==> src/rtl/ram_wxd.sv <==
// DEPTH x WIDTH flop RAM: registered read port with valid strobe, range-error flag, fill engine.
// Optional macro RAM_BYPASS_EN: same-edge read/write to one address forwards din (write-first).
module ram_wxd #(
  parameter int unsigned WIDTH  = 8,
  parameter int unsigned DEPTH  = 4,
  parameter int unsigned ADDR_W = 2
) (
  input  logic              clk,
  input  logic              clear,
  input  logic              write,
  input  logic              read,
  input  logic [ADDR_W-1:0] address,
  input  logic [WIDTH-1:0]  din,
  input  logic              fill,
  input  logic [WIDTH-1:0]  fill_value,
  output logic [WIDTH-1:0]  dout,
  output logic              dout_valid,
  output logic              busy,
  output logic              addr_err
);

  localparam logic [ADDR_W-1:0] LAST_PTR = ADDR_W'(DEPTH - 1);

  typedef enum logic {IDLE, FILL} state_t;

  state_t              state_q, state_d;
  logic [WIDTH-1:0]    mem_q [DEPTH];
  logic [WIDTH-1:0]    mem_d [DEPTH];
  logic [ADDR_W-1:0]   ptr_q, ptr_d;
  logic [WIDTH-1:0]    fill_val_q, fill_val_d;
  logic [WIDTH-1:0]    dout_q, dout_d;
  logic                dout_valid_q, dout_valid_d;
  logic                busy_q, busy_d;
  logic                addr_err_q, addr_err_d;
  logic                hit_c;
  logic [WIDTH-1:0]    rd_word_c;

  // State and datapath registers; clear wipes everything including storage.
  always_ff @(posedge clk or negedge clear) begin
    if (!clear) begin
      state_q      <= IDLE;
      ptr_q        <= '0;
      fill_val_q   <= '0;
      dout_q       <= '0;
      dout_valid_q <= 1'b0;
      busy_q       <= 1'b0;
      addr_err_q   <= 1'b0;
      for (int unsigned i = 0; i < DEPTH; i++) mem_q[i] <= '0;
    end else begin
      state_q      <= state_d;
      ptr_q        <= ptr_d;
      fill_val_q   <= fill_val_d;
      dout_q       <= dout_d;
      dout_valid_q <= dout_valid_d;
      busy_q       <= busy_d;
      addr_err_q   <= addr_err_d;
      for (int unsigned i = 0; i < DEPTH; i++) mem_q[i] <= mem_d[i];
    end
  end

  // Next state: fill runs until the last word is written.
  always_comb begin
    state_d = state_q;
    case (state_q)
      IDLE:    if (fill) state_d = FILL;
      FILL:    if (ptr_q == LAST_PTR) state_d = IDLE;
      default: state_d = IDLE;
    endcase
  end

  // Datapath: host access in IDLE, one fill word per edge in FILL.
  always_comb begin
    mem_d        = mem_q;
    ptr_d        = ptr_q;
    fill_val_d   = fill_val_q;
    dout_d       = dout_q;
    dout_valid_d = 1'b0;
    addr_err_d   = 1'b0;
    busy_d       = (state_d == FILL);
    hit_c        = 1'b0;
    rd_word_c    = '0;
    case (state_q)
      IDLE: begin
        for (int unsigned i = 0; i < DEPTH; i++) begin
          if (address == ADDR_W'(i)) begin
            hit_c     = 1'b1;
            rd_word_c = mem_q[i];
            if (write) mem_d[i] = din;
          end
        end
`ifdef RAM_BYPASS_EN
        if (write && hit_c) rd_word_c = din;
`else
`endif
        if (read) begin
          dout_valid_d = 1'b1;
          dout_d       = hit_c ? rd_word_c : '0;
        end
        addr_err_d = (read | write) & ~hit_c;
        if (fill) begin
          fill_val_d = fill_value;
          ptr_d      = '0;
        end
      end
      FILL: begin
        for (int unsigned i = 0; i < DEPTH; i++) begin
          if (ptr_q == ADDR_W'(i)) mem_d[i] = fill_val_q;
        end
        ptr_d = ptr_q + ADDR_W'(1);
      end
      default: ;
    endcase
  end

  assign dout       = dout_q;
  assign dout_valid = dout_valid_q;
  assign busy       = busy_q;
  assign addr_err   = addr_err_q;

endmodule

==> config.mk <==
export PLATFORM = sky130hd
export DESIGN_NAME = ram_wxd
export DESIGN_NICKNAME = d
export VERILOG_FILES = /design/src/rtl/ram_wxd.sv
export SDC_FILE = /design/constraint.sdc
export NUM_CORES = 1
export LEC_CHECK = 0
export CAP_MARGIN = 40
export CORE_MARGIN = 2
export CORE_UTILIZATION = 35
export CTS_CLUSTER_DIAMETER = 40
export DETAILED_ROUTE_END_ITERATION = 8
export GPL_TIMING_DRIVEN = 0
export SYNTH_ARGS = -nofsm -noshare
export SYNTH_HDL_FRONTEND = slang
export SYNTH_SLANG_ARGS = --single-unit
==> constraint.sdc <==
create_clock -name clk -period 3 [get_ports clk]
set_input_delay 0.9 -clock clk [delete_from_list [all_inputs] [get_ports clk]]
set_output_delay 0.9 -clock clk [all_outputs]
set_load 0.005 [all_outputs]
==> results of run 1 <==
-- stage by stage --
stage                     area, sq um  hold slack [ps]
final                            2970              482
after global routing             2970              500
after CTS                        2970              486
after detailed placement         2860              462
after global placement           2850              459
after floorplan                  2420              470
-- final timing paths --
| check | end | slack (ps) | cells after the start |
|---|---|---|---|
| setup reg to reg | mem_q[14]$_DFFE_PN0P_ | 1360 | 4 |
| hold / removal | dout[7]$_DFFE_PN0P_ | 480 | 2 |
| setup / recovery | mem_q[16]$_DFFE_PN0P_ | 790 | 4 |
| hold reg to reg | dout[7]$_DFFE_PN0P_ | 480 | 2 |
| min in group asynchronous | mem_q[0]$_DFFE_PN0P_ | 540 | 1 |
| max in group asynchronous | dout[3]$_DFFE_PN0P_ | 1920 | 2 |
-- power by group through the flow --
| stage | clock [W] | combinational (W) | sequential, W |
|---|---|---|---|
| 2_1_floorplan | 0 | 0.000935 | 0.00122 |
| 3_5_place_dp | 0 | 0.00128 | 0.00126 |
| 4_1_cts | 0.000499 | 0.00128 | 0.00125 |
| 6_report | 0.000484 | 0.00125 | 0.00124 |
| 3_3_place_gp | 0 | 0.00126 | 0.00125 |
| 5_1_grt | 0.000531 | 0.00139 | 0.00129 |
-- logic make-up (layout without fill, tap and decap cells) --
logic type / Yosys count / in the layout
muxes: 57 / 57
DFF: 53 / 53
and+or+nand+nor: 30 / 30
buffers and inverters: 10 / 51
AOI/OAI and AO/OA: 6 / 6
adders and majority gates: 4 / 4
other: 1 / 1
-- cells in the mapped netlist --
cell type	number	share of area (%)
buf_4	1	0.31
dfrtp_1	53	55
a22oi_4	2	1.8
ha_1	4	2.1
clkinv_1	1	0.15
nor2b_4	1	0.57
mux2_2	49	23
a32oi_4	2	2.3
a22o_1	1	0.36
nor2b_1	1	0.26
buf_6	2	0.93
a21o_1	1	0.31
inv_1	3	0.46
conb_1	1	0.15
nand2_1	24	3.7
mux4_2	8	7.4
nor2_4	1	0.46
nand2b_1	1	0.26
nor2_1	1	0.15
and2b_1	1	0.31
buf_2	3	0.62
-- final cells by class --
class | count | area, sq um
inverters | 4 | 15.0
fillers | 633 | 3780
clock inverters | 2 | 38.8
well taps | 80 | 100
clock buffers | 6 | 72.6
repair buffers | 33 | 335
multi-input cells | 98 | 1040
flip-flops and latches | 53 | 1330
plain buffers | 6 | 45.0
-- metal layers --
metal | up-vias | track usage (%) | share of wire [%]
li1 | 648 | - | -
met1 | 714 | 17.9 | 46
met2 | 20 | 22.3 | 51
met3 | 4 | 1.71 | 1.7
met4 | 0 | 4.20 | 1.3
met5 | - | 0 | 0
-- registers in the layout, summed over array words and instances (netlist names) --
name,cells
mem_q,32
dout,8
fill_val_q,8
ptr_q,2
addr_err,1
busy,1
dout_valid,1
-- tightest hold or removal path: stages (launching register included) --
cell and delay (ps):
dfrtp_1 350, nand2_1 50, nand2_1 50
==> metrics, run 1 <==
Pre-Repair DR Iteration Count=4; post-CTS setup buffers=0; initial core utilization=35.9%; Logic pwr share=a little over two fifths; Clock power frac=16.2%; CP Class=in -> reg; post-route core utilization=44.0%; area growth from synthesis to layout=22.5%; Final period util=about three quarters; crit start category=primary input; commonest non-fill, non-tap cell in the layout=dfrtp_1; io pins=34; Cell variety after synth=21; TritonCTS Buffers=5; All-Layer GR Usage=13.3%; pre-CTS WS=431 ps; Final WS setup=793 ps; XOR/XNOR Fraction of Synth Area=0%; Total Wirelength=4400 um; Antenna Cells=0; fin nets=roughly 230; Max Root-Sink Buffers=2; Avg WL per Cell=15.6 um; number of buffers and inverters on the critical path=1; status=completed; GP Congestion=between 0.6 and 0.7; CTS HTree Levels=2; drt initial violations=49; initial antenna violation count=0; Compound-Gate Fraction of Synth Area=4.70%; Placed Instances=274; min Tclk post-route=2210 ps; Clk Latency, worst-skew pair=300 ps; Avg Cell Area, Syn=15.1 sq um; switching share of power=30.2%; Min-Delay Path Class=reg -> reg; # port buffers=32; post-synthesis simple-gate area fraction=5.73%; clk root buf=clkbuf_8; CORE AREA=6760 sq um; Final Skew=5.47 ps; first-pass GRT wire length=a little under 8000 um; Clock Sinks=53; RSZ-0062 raised after global routing=false; Post-CTS Resized=0; post-route ant nets=0; average via count per standard cell=4.91; Clk pin slew, worst setup/hold paths=90 ps; worst path required time=3190 ps; max_cap viols=0; Setup Total Neg Slack=0 ps; PwrDens=1000 nW/um^2; synthesized flop and latch total=53; slowest CP cell=clkdlybuf4s50_1; crit-path leading delay family=buffers and inverters; share of post-route cells with drive strength above 1=roughly two fifths; CTS tree=yes; CP max stage delay=between 500 and 600 ps; Hold Crit Start=dout[7]$_DFFE_PN0P_; Synthesis Warnings=0; final hold violation count=0; Slew Viols, Final=0; vias in the first global route=1537; Switch Pwr=0.000900 W; total congestion overflow=0; Seq pwr share=a little over two fifths; total power=0.00298 W; Worst setup EP type=flip-flop; LEAKAGE=1.32 nW; most frequent cells in the layout=53 x dfrtp_1, 49 x mux2_2, 31 x clkdlybuf4s50_1, 24 x nand2_1, 8 x mux4_2; HPWL Detailed=roughly 3000 um; multiplexer share of the synthesized area=30.2%; Synth Area in Adders=2.06%; largest net degree at the start of global routing=36; Max Clk Rate=453 MHz; Die Y=a little under 90 um; drc violations=0; hold buffer count at CTS=0; CP startpoint=write; VDD IR max=between 0.0003 and 0.0004 V; Crit Path Max Fanout=8; Post-Synthesis Cells=161; largest family of logic cells by synthesized area=multiplexers; vias=around 1400; row count=30; fin cells=282; Mapped Area=2420 sq um; die area=7610 sq um; Internal Power=0.00208 W; sequential fraction of the synthesis area=54.7%; Finish-stage setup viols=0; Synthesized Nets=188; crit path DAT=2400 ps; reg2reg start=busy$_DFF_PN0_; Die Wd=around 87 um; critical-path cell list=clkdlybuf4s50_1, and2b_1, a22oi_4, mux2_2
Note: power is estimated with default switching activity, not from simulation.
==> run 2: changes to the inputs <==
==> constraint.sdc (replaced) <==
create_clock -name clk -period 2.2 [get_ports clk]
set_input_delay 0.66 -clock clk [delete_from_list [all_inputs] [get_ports clk]]
set_output_delay 0.66 -clock clk [all_outputs]
set_load 0.005 [all_outputs]
==> results of run 2 <==
Same layout as run 1 (identical final DEF). Status: completed.
Among the figures that moved: setup slack after placement 431 ps -> -129 ps; clock-pin slew on the worst setup and hold paths 90 ps -> 100 ps; setup slack after layout 793 ps -> 233 ps; hold slack 482 ps -> 298 ps; register-to-register setup slack 1360 ps -> 560 ps; total power 0.00298 W -> 0.00407 W; worst IR drop on VDD 0.000321 V -> 0.000438 V
==> patch, RTL diff (flow settings as in run 2) <==
The option `RAM_BYPASS_EN` is turned on by a define.
--- a/src/rtl/ram_wxd.sv
+++ b/src/rtl/ram_wxd.sv
@@ -1,5 +1,7 @@
 // DEPTH x WIDTH flop RAM: registered read port with valid strobe, range-error flag, fill engine.
 // Optional macro RAM_BYPASS_EN: same-edge read/write to one address forwards din (write-first).
+`define RAM_BYPASS_EN
+
 module ram_wxd #(
   parameter int unsigned WIDTH  = 8,
   parameter int unsigned DEPTH  = 4,
Check against the original RTL: not equivalent (a bounded check fails within 4 cycles, from zero or initial values).
==> patch against run 2 <==
- clock skew up 0.0017 ns
- wire length is 18% higher
- synthesized cell count grew 1.2%
- via count increased by 7.4%
- total power is 5.0% higher
- worst setup slack got worse by 0.094 ns
- design area rose by 6.0%
- sequential cell count is the same
- clock power up 5.4%
- critical path depth unchanged
- synthesized area increased by 6.0%
- critical endpoint is now mem_q[9]
- highest routed layer unchanged
==> patch: results (changes against run 2) <==
| Metric | Value |
|---|---|
| Largest fanout on the critical path | 10 (was 8) |
| Part of the power in combinational logic | 0.438 (was 0.420) |
| Initial drt markers | 30 (was 49) |
| Total track usage | 0.145 (was 0.133) |
| Register area share after synthesis | 0.516 (was 0.547) |
| Fin nets | 230 (was 228) |
| CTS Buffer Depth | 2 (unchanged) |
| Crit path DAT | 2.26 ns (was 2.16 ns) |
| First-pass GRT wire length | 8340 um (was 7720 um) |
| Top cells by count, synth | 53 x dfrtp_1, 35 x mux2_2, 13 x mux2_4 (was 53 x dfrtp_1, 49 x mux2_2, 24 x nand2_1) |
| Later-pin clock latency in the skew report | 0.31 ns |
| RR Endpoint | mem_q[9] (was mem_q[14]) |
| Max IR drop VDD | 357 uV (was 438 uV) |
| Slowest CP cell | clkdlybuf4s50_1 (unchanged) |
| Via density per instance | 4.91 (about the same) |
| Top post-synthesis cells by area | dfrtp_1 52%, mux2_2 15%, mux4_1 8.2% (was dfrtp_1 55%, mux2_2 23%, mux4_2 7.4%) |
| Outcome | finished clean (unchanged) |
| WL/cell | 17.1 um (was 15.6 um) |
| Biggest register | mem_q (unchanged) |
| Leakage Power | 1.37 nW (was 1.32 nW) |
| Reg2reg start | ptr_q[0] (was busy) |
| Clock Skews | 0.00720 ns (was 0.00547 ns) |
| Pre-CTS WS | -0.218 ns (was -0.129 ns) |
| Critical Path Max Stage Delay | 0.48 ns (was 0.51 ns) |
| Worst hold path class | in -> async (unchanged) |
| YS warnings | 0 (unchanged) |
| Pre-Repair DR Iteration Count | 4 (unchanged) |
| Share of layout cells above drive strength 1 | 0.358 (was 0.386) |
| Sw Pwr | 1.28 mW (was 1.23 mW) |
| H-tree levels | 2 (unchanged) |
| Post-DP HPWL | 3470 um (was 3080 um) |
| Mapped Nets | 190 (was 188) |
| Hold slack | 0.314 ns (was 0.298 ns) |
| Placer Congestion | 0.729 (was 0.681) |
| Largest net degree at the start of global routing | 33 (was 36) |
==> patch: area by class of cell <==
cell class / instances / area, um2
fill: 655 / 4030
sequential: 53 / 1330
multi-input combinational: 98 / 1160
timing repair buffer: 33 / 335
tap: 99 / 124
clock buffer: 6 / 82.6
buffer: 9 / 72.6
clock inverter: 2 / 37.5
inverter: 3 / 11.3
==> patch: layer usage <==
layer	wire length (um)	global-route usage
met1	2530	0.197
met4	68	0.0448
met2	2390	0.232
met3	185	0.0329
met5	0	0
==> patch: kinds of logic after synthesis <==
| group | Yosys count | synth area share |
|---|---|---|
| buffers and inverters | 12 | 0.0326 |
| other | 1 | 0.00146 |
| muxes | 64 | 0.342 |
| DFF | 53 | 0.516 |
| adders and majority gates | 4 | 0.0195 |
| and+or+nand+nor | 14 | 0.0277 |
| AOI/OAI and AO/OA | 15 | 0.0604 |
==> patch: power groups by stage <==
stage / clock network, mW / registers [mW] / logic [mW]
2_1_floorplan: 0 / 1.66 / 1.40
3_3_place_gp: 0 / 1.71 / 1.86
3_5_place_dp: 0 / 1.72 / 1.90
4_1_cts: 0.722 / 1.71 / 1.90
5_1_grt: 0.765 / 1.77 / 2.04
6_report: 0.697 / 1.71 / 1.87
==> patch: worst max path at each step <==
stage,from,end,slack (ns),cells after the start
floorplan,address[0],mem_q[16],0.46,4
finish,write,mem_q[9],0.14,4
global route,write,mem_q[9],0.10,4
CTS,write,mem_q[9],0.11,4
global placement,clear,fill_val_q[0],-1.22,1
detailed placement,write,mem_q[9],-0.22,4
==> patch: per-stage QoR <==
step	cell area [um2]	cells	utilization	TNS (ns)
5_1_grt	3150	303	0.439	0
3_3_place_gp	3010	294	0.420	-68.02
6_report	3150	303	0.439	0
3_5_place_dp	3030	295	0.422	-3.85
4_1_cts	3150	303	0.439	0
2_1_floorplan	2570	163	-	0
